## src/rtl/exec_unit.sv

```systemverilog
// rtl/exec_unit.sv - MIPS16 execute stage: single-cycle ALU plus iterative shift-add MUL
module exec_unit #(
  parameter int DATA_W = 16,
  parameter int ADDR_W = 3
) (
  input  logic              clk,
  input  logic              rst_n,
  input  logic              in_valid,
  output logic              in_ready,
  input  logic [2:0]        alu_op,
  input  logic [DATA_W-1:0] src_a,
  input  logic [DATA_W-1:0] src_b,
  input  logic [ADDR_W-1:0] dest,
  output logic              wb_en,
  output logic [ADDR_W-1:0] wb_dest,
  output logic [DATA_W-1:0] wb_data,
  output logic              wb_zero,
  output logic              wb_ovf
);

  localparam int CNT_W = $clog2(DATA_W);
  localparam logic [CNT_W-1:0] CNT_LAST = CNT_W'(DATA_W - 1);
  localparam logic [0:0] S_IDLE = 1'b0;
  localparam logic [0:0] S_MUL  = 1'b1;
  localparam int MSB = DATA_W - 1;

  logic [0:0]        state;
  logic [DATA_W-1:0] mcand;
  logic [DATA_W-1:0] mplier;
  logic [DATA_W-1:0] acc;
  logic [CNT_W-1:0]  cnt;
  logic [ADDR_W-1:0] mul_dest;

  logic [DATA_W-1:0] alu_res;
  logic              alu_ovf;
  logic [DATA_W-1:0] sum;
  logic [DATA_W-1:0] diff;
  logic [DATA_W-1:0] mul_step;
  logic              accept;

  assign in_ready = (state == S_IDLE);
  assign accept   = in_valid & in_ready;
  assign sum      = src_a + src_b;
  assign diff     = src_a - src_b;
  // The last step folds the final partial product straight into wb_data.
  assign mul_step = acc + (mplier[0] ? mcand : '0);

  always_comb begin
    alu_res = '0;
    alu_ovf = 1'b0;
    case (alu_op)
      3'b000: begin
        alu_res = sum;
        alu_ovf = (src_a[MSB] == src_b[MSB]) && (sum[MSB] != src_a[MSB]);
      end
      3'b001: begin
        alu_res = diff;
        alu_ovf = (src_a[MSB] != src_b[MSB]) && (diff[MSB] != src_a[MSB]);
      end
      3'b010:  alu_res = src_a & src_b;
      3'b011:  alu_res = src_a | src_b;
      3'b100:  alu_res = {{(DATA_W-1){1'b0}}, ($signed(src_a) < $signed(src_b))};
      3'b101:  alu_res = src_a << src_b[3:0];
      3'b110:  alu_res = src_a >> src_b[3:0];
      default: alu_res = '0;
    endcase
  end

  always_ff @(posedge clk or negedge rst_n) begin
    if (!rst_n) begin
      state    <= S_IDLE;
      mcand    <= '0;
      mplier   <= '0;
      acc      <= '0;
      cnt      <= '0;
      mul_dest <= '0;
      wb_en    <= 1'b0;
      wb_dest  <= '0;
      wb_data  <= '0;
      wb_zero  <= 1'b0;
      wb_ovf   <= 1'b0;
    end else begin
      wb_en   <= 1'b0;
      wb_zero <= 1'b0;
      wb_ovf  <= 1'b0;
      case (state)
        S_IDLE: begin
          if (accept) begin
            if (alu_op == 3'b111) begin
              state    <= S_MUL;
              mcand    <= src_a;
              mplier   <= src_b;
              mul_dest <= dest;
              acc      <= '0;
              cnt      <= '0;
            end else begin
              wb_en   <= 1'b1;
              wb_dest <= dest;
              wb_data <= alu_res;
              wb_zero <= (alu_res == '0);
              wb_ovf  <= alu_ovf;
            end
          end
        end
        S_MUL: begin
          if (cnt == CNT_LAST) begin
            state   <= S_IDLE;
            wb_en   <= 1'b1;
            wb_dest <= mul_dest;
            wb_data <= mul_step;
            wb_zero <= (mul_step == '0);
          end else begin
            acc    <= mul_step;
            mcand  <= mcand << 1;
            mplier <= mplier >> 1;
            cnt    <= cnt + 1'b1;
          end
        end
        default: state <= S_IDLE;
      endcase
    end
  end

endmodule

```

## config.mk

```make
export PLATFORM = sky130hd
export DESIGN_NAME = exec_unit
export DESIGN_NICKNAME = d
export VERILOG_FILES = /design/src/rtl/exec_unit.sv
export SDC_FILE = /design/constraint.sdc
export NUM_CORES = 1
export LEC_CHECK = 0
export BUFFER_PORTS_ARGS = -buffer_cell sky130_fd_sc_hd__buf_2
export CORE_ASPECT_RATIO = 0.6
export CORE_MARGIN = 4
export CORE_UTILIZATION = 40
export CTS_CLUSTER_SIZE = 28
export DETAILED_ROUTE_END_ITERATION = 16
export SLEW_MARGIN = 5
export SYNTH_ARGS = -nofsm -noshare
export SYNTH_HDL_FRONTEND = slang
export SYNTH_SLANG_ARGS = --single-unit
```

## constraint.sdc

```tcl
create_clock -name clk -period 2.52 [get_ports clk]
set_input_delay 0.378 -clock clk [delete_from_list [all_inputs] [get_ports clk]]
set_output_delay 0.378 -clock clk [all_outputs]
set_load 0.01 [all_outputs]
```

==> impl_metrics.yaml <==
status:
  status: "finished with violations"
  violations: "setup timing"
sta:
  postLayoutSetupSlackWorst_ps: -524
  tightestPinTransition_ps: 638
  rsz0062_at_grt: "true"
  final.setup.tns_ps: -4910
  hold_violations: 0
  finalCritPeriodShare_pct: 121
  max_slew_margin_pct: 57.1
  skew_ps: 6.69
  slew_viol_final: 0
  period_minus_slack_ps: 3040
  setup_viol_count_final: 20
  fmax_mhz: 329
setup_path:
  cp_num_cells: 17
  cpLargestDelayFamily: "compound AO/OA/AOI/OAI gates"
  path_cells: "and2_4 -> ha_4 -> fa_2 -> a21oi_4 -> nor2_4 -> a211oi_4 -> buf_6 -> o31ai_4 -> a21oi_2 -> xnor2_1 -> buf_4 -> buf_4 -> buf_4 -> buf_4 -> buf_4 -> a2bb2oi_2 -> o21ai_1"
  cp.required_ps: 2730
  start_kind: "flop"
  critPathKind: "flop to flop"
  critPathArrivalTime_ps: 3250
  r2r_cells: 17
  path_buf_inv: 6
  end_kind: "flop"
  path_common_cell: "buf_4"
  max_stage_delay_ps: 420
  worstPathMaxFanout: 3
  critPathSlowestCell: "dfrtp_1"
synth:
  synth_cell_types: 80
  avgSynthCellArea_um2: 8.22
  yosysTopAreaCell: "dfrtp_1"
  netlist_top_cells_count: "108 x nand2_1, 89 x nor2_1, 82 x o21ai_0"
  synthArstFlopShare_pct: 100
  synthesis.nets: 1092
  synth-edff-count: 0
  synthTopCellsByArea: "dfrtp_1 24%, ha_1 12%, mux2i_1 7.8%"
  synth.most_common_cell: "nand2_1"
  synth_area_um2: 8000
  synth_ff_type: "dfrtp_1"
  ys.warnings.count: 0
  ys_seq_area_share_pct: 24.4
  syn_inst: 974
  synth-seq-cells: 78
  synth_top_cell_area_share_pct: 24.4
floorplanning:
  die-area_um2: 22400
  core_um2: 19300
  start_util_pct: 41.4
  dieWidth_um: 191
  row_count: 39
  io_pins: 64
  die_y_um: 118
finish:
  antenna_cells: 0
  n_fill_cell: 1710
  drive_gt1_share_pct: 41.6
  design_area_um2: 12100
  finalNetCount: 1431
  area_growth_pct: 50.8
placed_design:
  placement.io_buffers: 63
  dp.final_hpwl_mm: 26.1
  dpl_cell_area_um2: 10600
  place.gp.congestion: 0.991
  place_ws_ps: -998
detailed_routing:
  post_drt_wl_per_cell_um: 21.3
  totalWireLength_mm: 33.7
  via_count: 8875
  avgViaCountPerCell: 5.60
  antenna_left: 0
  drtPass1Iterations: 8
  drc: 0
  drtIter0Drc: 992
clock_network:
  root_buffer: "clkbuf_16"
  tritoncts: "done"
  htreeDepth: 3
  cts_buffer_depth: 2
  numCtsBuffers: 9
  worstSkewPairLatency_ps: 340
  clkTransAtPathRegs_ps: 60
  cts_sinks: 78
global_routing:
  grt_first_pass_wirelength_mm: 50.1
  first_global_vias: 8355
  antenna_found_initial: 1
  overflow: 0
  grt_start_max_net_pins: 67
  grtUsageTotal_pct: 29.0
power_and_ir_drop:
  powerDensity_nw_per_um2: 829
  vdd_drop_max_mv: 0.564
  leakage_uw: 0.00579
min_path:
  hp-class: "primary input to asynchronous set/reset pin"
run:
  cap_viol_max_count: 0
where the power goes:
part           total, uW  internal (uW)  switching [uW]
sequential          2180           1820             362
clock               1450            900             550
combinational       6370           2960            3410
total              10000           5680            4330
area by class of cell:
type | count | area, um2 | share of cell area, %
Multi-Input combinational cell | 781 | 6280 | 52.0
Timing Repair Buffer | 387 | 2940 | 24.4
Sequential cell | 78 | 1950 | 16.2
Tap cell | 266 | 333 | 2.76
Clock buffer | 10 | 239 | 1.98
Inverter | 56 | 228 | 1.89
Clock inverter | 6 | 92.6 | 0.767
kinds of logic after synthesis:
group	Yosys count	synth area share [%]
buffers and inverters	115	6.74
adders and majority gates	77	12.3
and+or+nand+nor	302	17.5
xor gates and xnor gates	28	3.06
AOI/OAI and AO/OA	290	23.3
DFF	78	24.4
muxes	84	12.7
repair_timing:
item                       in CTS  in global routing
resized for setup              88                 79
cloned                          2                  1
hold buffers                    0                  0
pin swaps                      47                 62
hold endpoints to repair        0                  0
setup buffers                  25                 17
setup endpoints to repair      24                 27
metrics by stage:
| stage | instances | total power, uW | util (%) | hold WS (ps) |
|---|---|---|---|---|
| after floorplan | 974 | 4920 | - | 82.4 |
| after global placement | 1535 | 7250 | 55.0 | 417 |
| after detailed placement | 1535 | 7330 | 55.0 | 419 |
| after CTS | 1573 | 9300 | 60.1 | 58.3 |
| after global routing | 1584 | 10600 | 62.4 | 75.9 |
| final | 1584 | 10000 | 62.4 | 36.5 |
state kept, by name, summed over array words and instances, names as in the netlist:
name and flops:
mul_dest 3, mplier 16, wb_dest 3, cnt 4, wb_ovf 1, wb_en 1, wb_zero 1, acc 16
wb_data 16, mcand 16, state 1
final timing paths:
| path | startpoint | endpoint | slack [ps] |
|---|---|---|---|
| min reg2reg | wb_data[6]$_DFFE_PN0P_ | wb_data[6]$_DFFE_PN0P_ | 480 |
| max reg2reg | mplier[0]$_DFFE_PN0P_ | wb_data[12]$_DFFE_PN0P_ | -520 |
| max | mplier[0]$_DFFE_PN0P_ | wb_data[12]$_DFFE_PN0P_ | -520 |
| min in group clk | dest[2] | mul_dest[2]$_DFFE_PN0P_ | 290 |
| min | rst_n | wb_ovf$_DFF_PN0_ | 40 |
| max in group asynchronous | rst_n | cnt[3]$_DFFE_PN0P_ | 1840 |
metal layers:
metal  global-route usage (%)  share of wire (%)  vias to the layer above
met1                     45.9                 48                     4221
met5                        0                  0                        -
met2                     36.7                 38                      420
met3                     11.9                 13                       31
li1                         -                  -                     4203
met4                     3.72               0.99                        0
cell usage in the layout (no fill, tap or decap), drive strengths merged, types with 6 or more instances in the layout:
master,instances
and2,20
a211oi,28
o211ai,6
dfrtp,78
xor2,11
nand3,16
o21ai,97
buf,385
mux2i,62
a31oi,11
nand2b,6
a221oi,8
a21oi,57
o22ai,16
xnor2,17
mux2,9
nor2b,6
nand4,6
inv,55
clkbuf,10
mux4,13
or3,7
o21bai,10
nand2,108
nor2,89
nor3,22
ha,74
a21o,8
No activity file was read; power rests on OpenSTA's default activity.
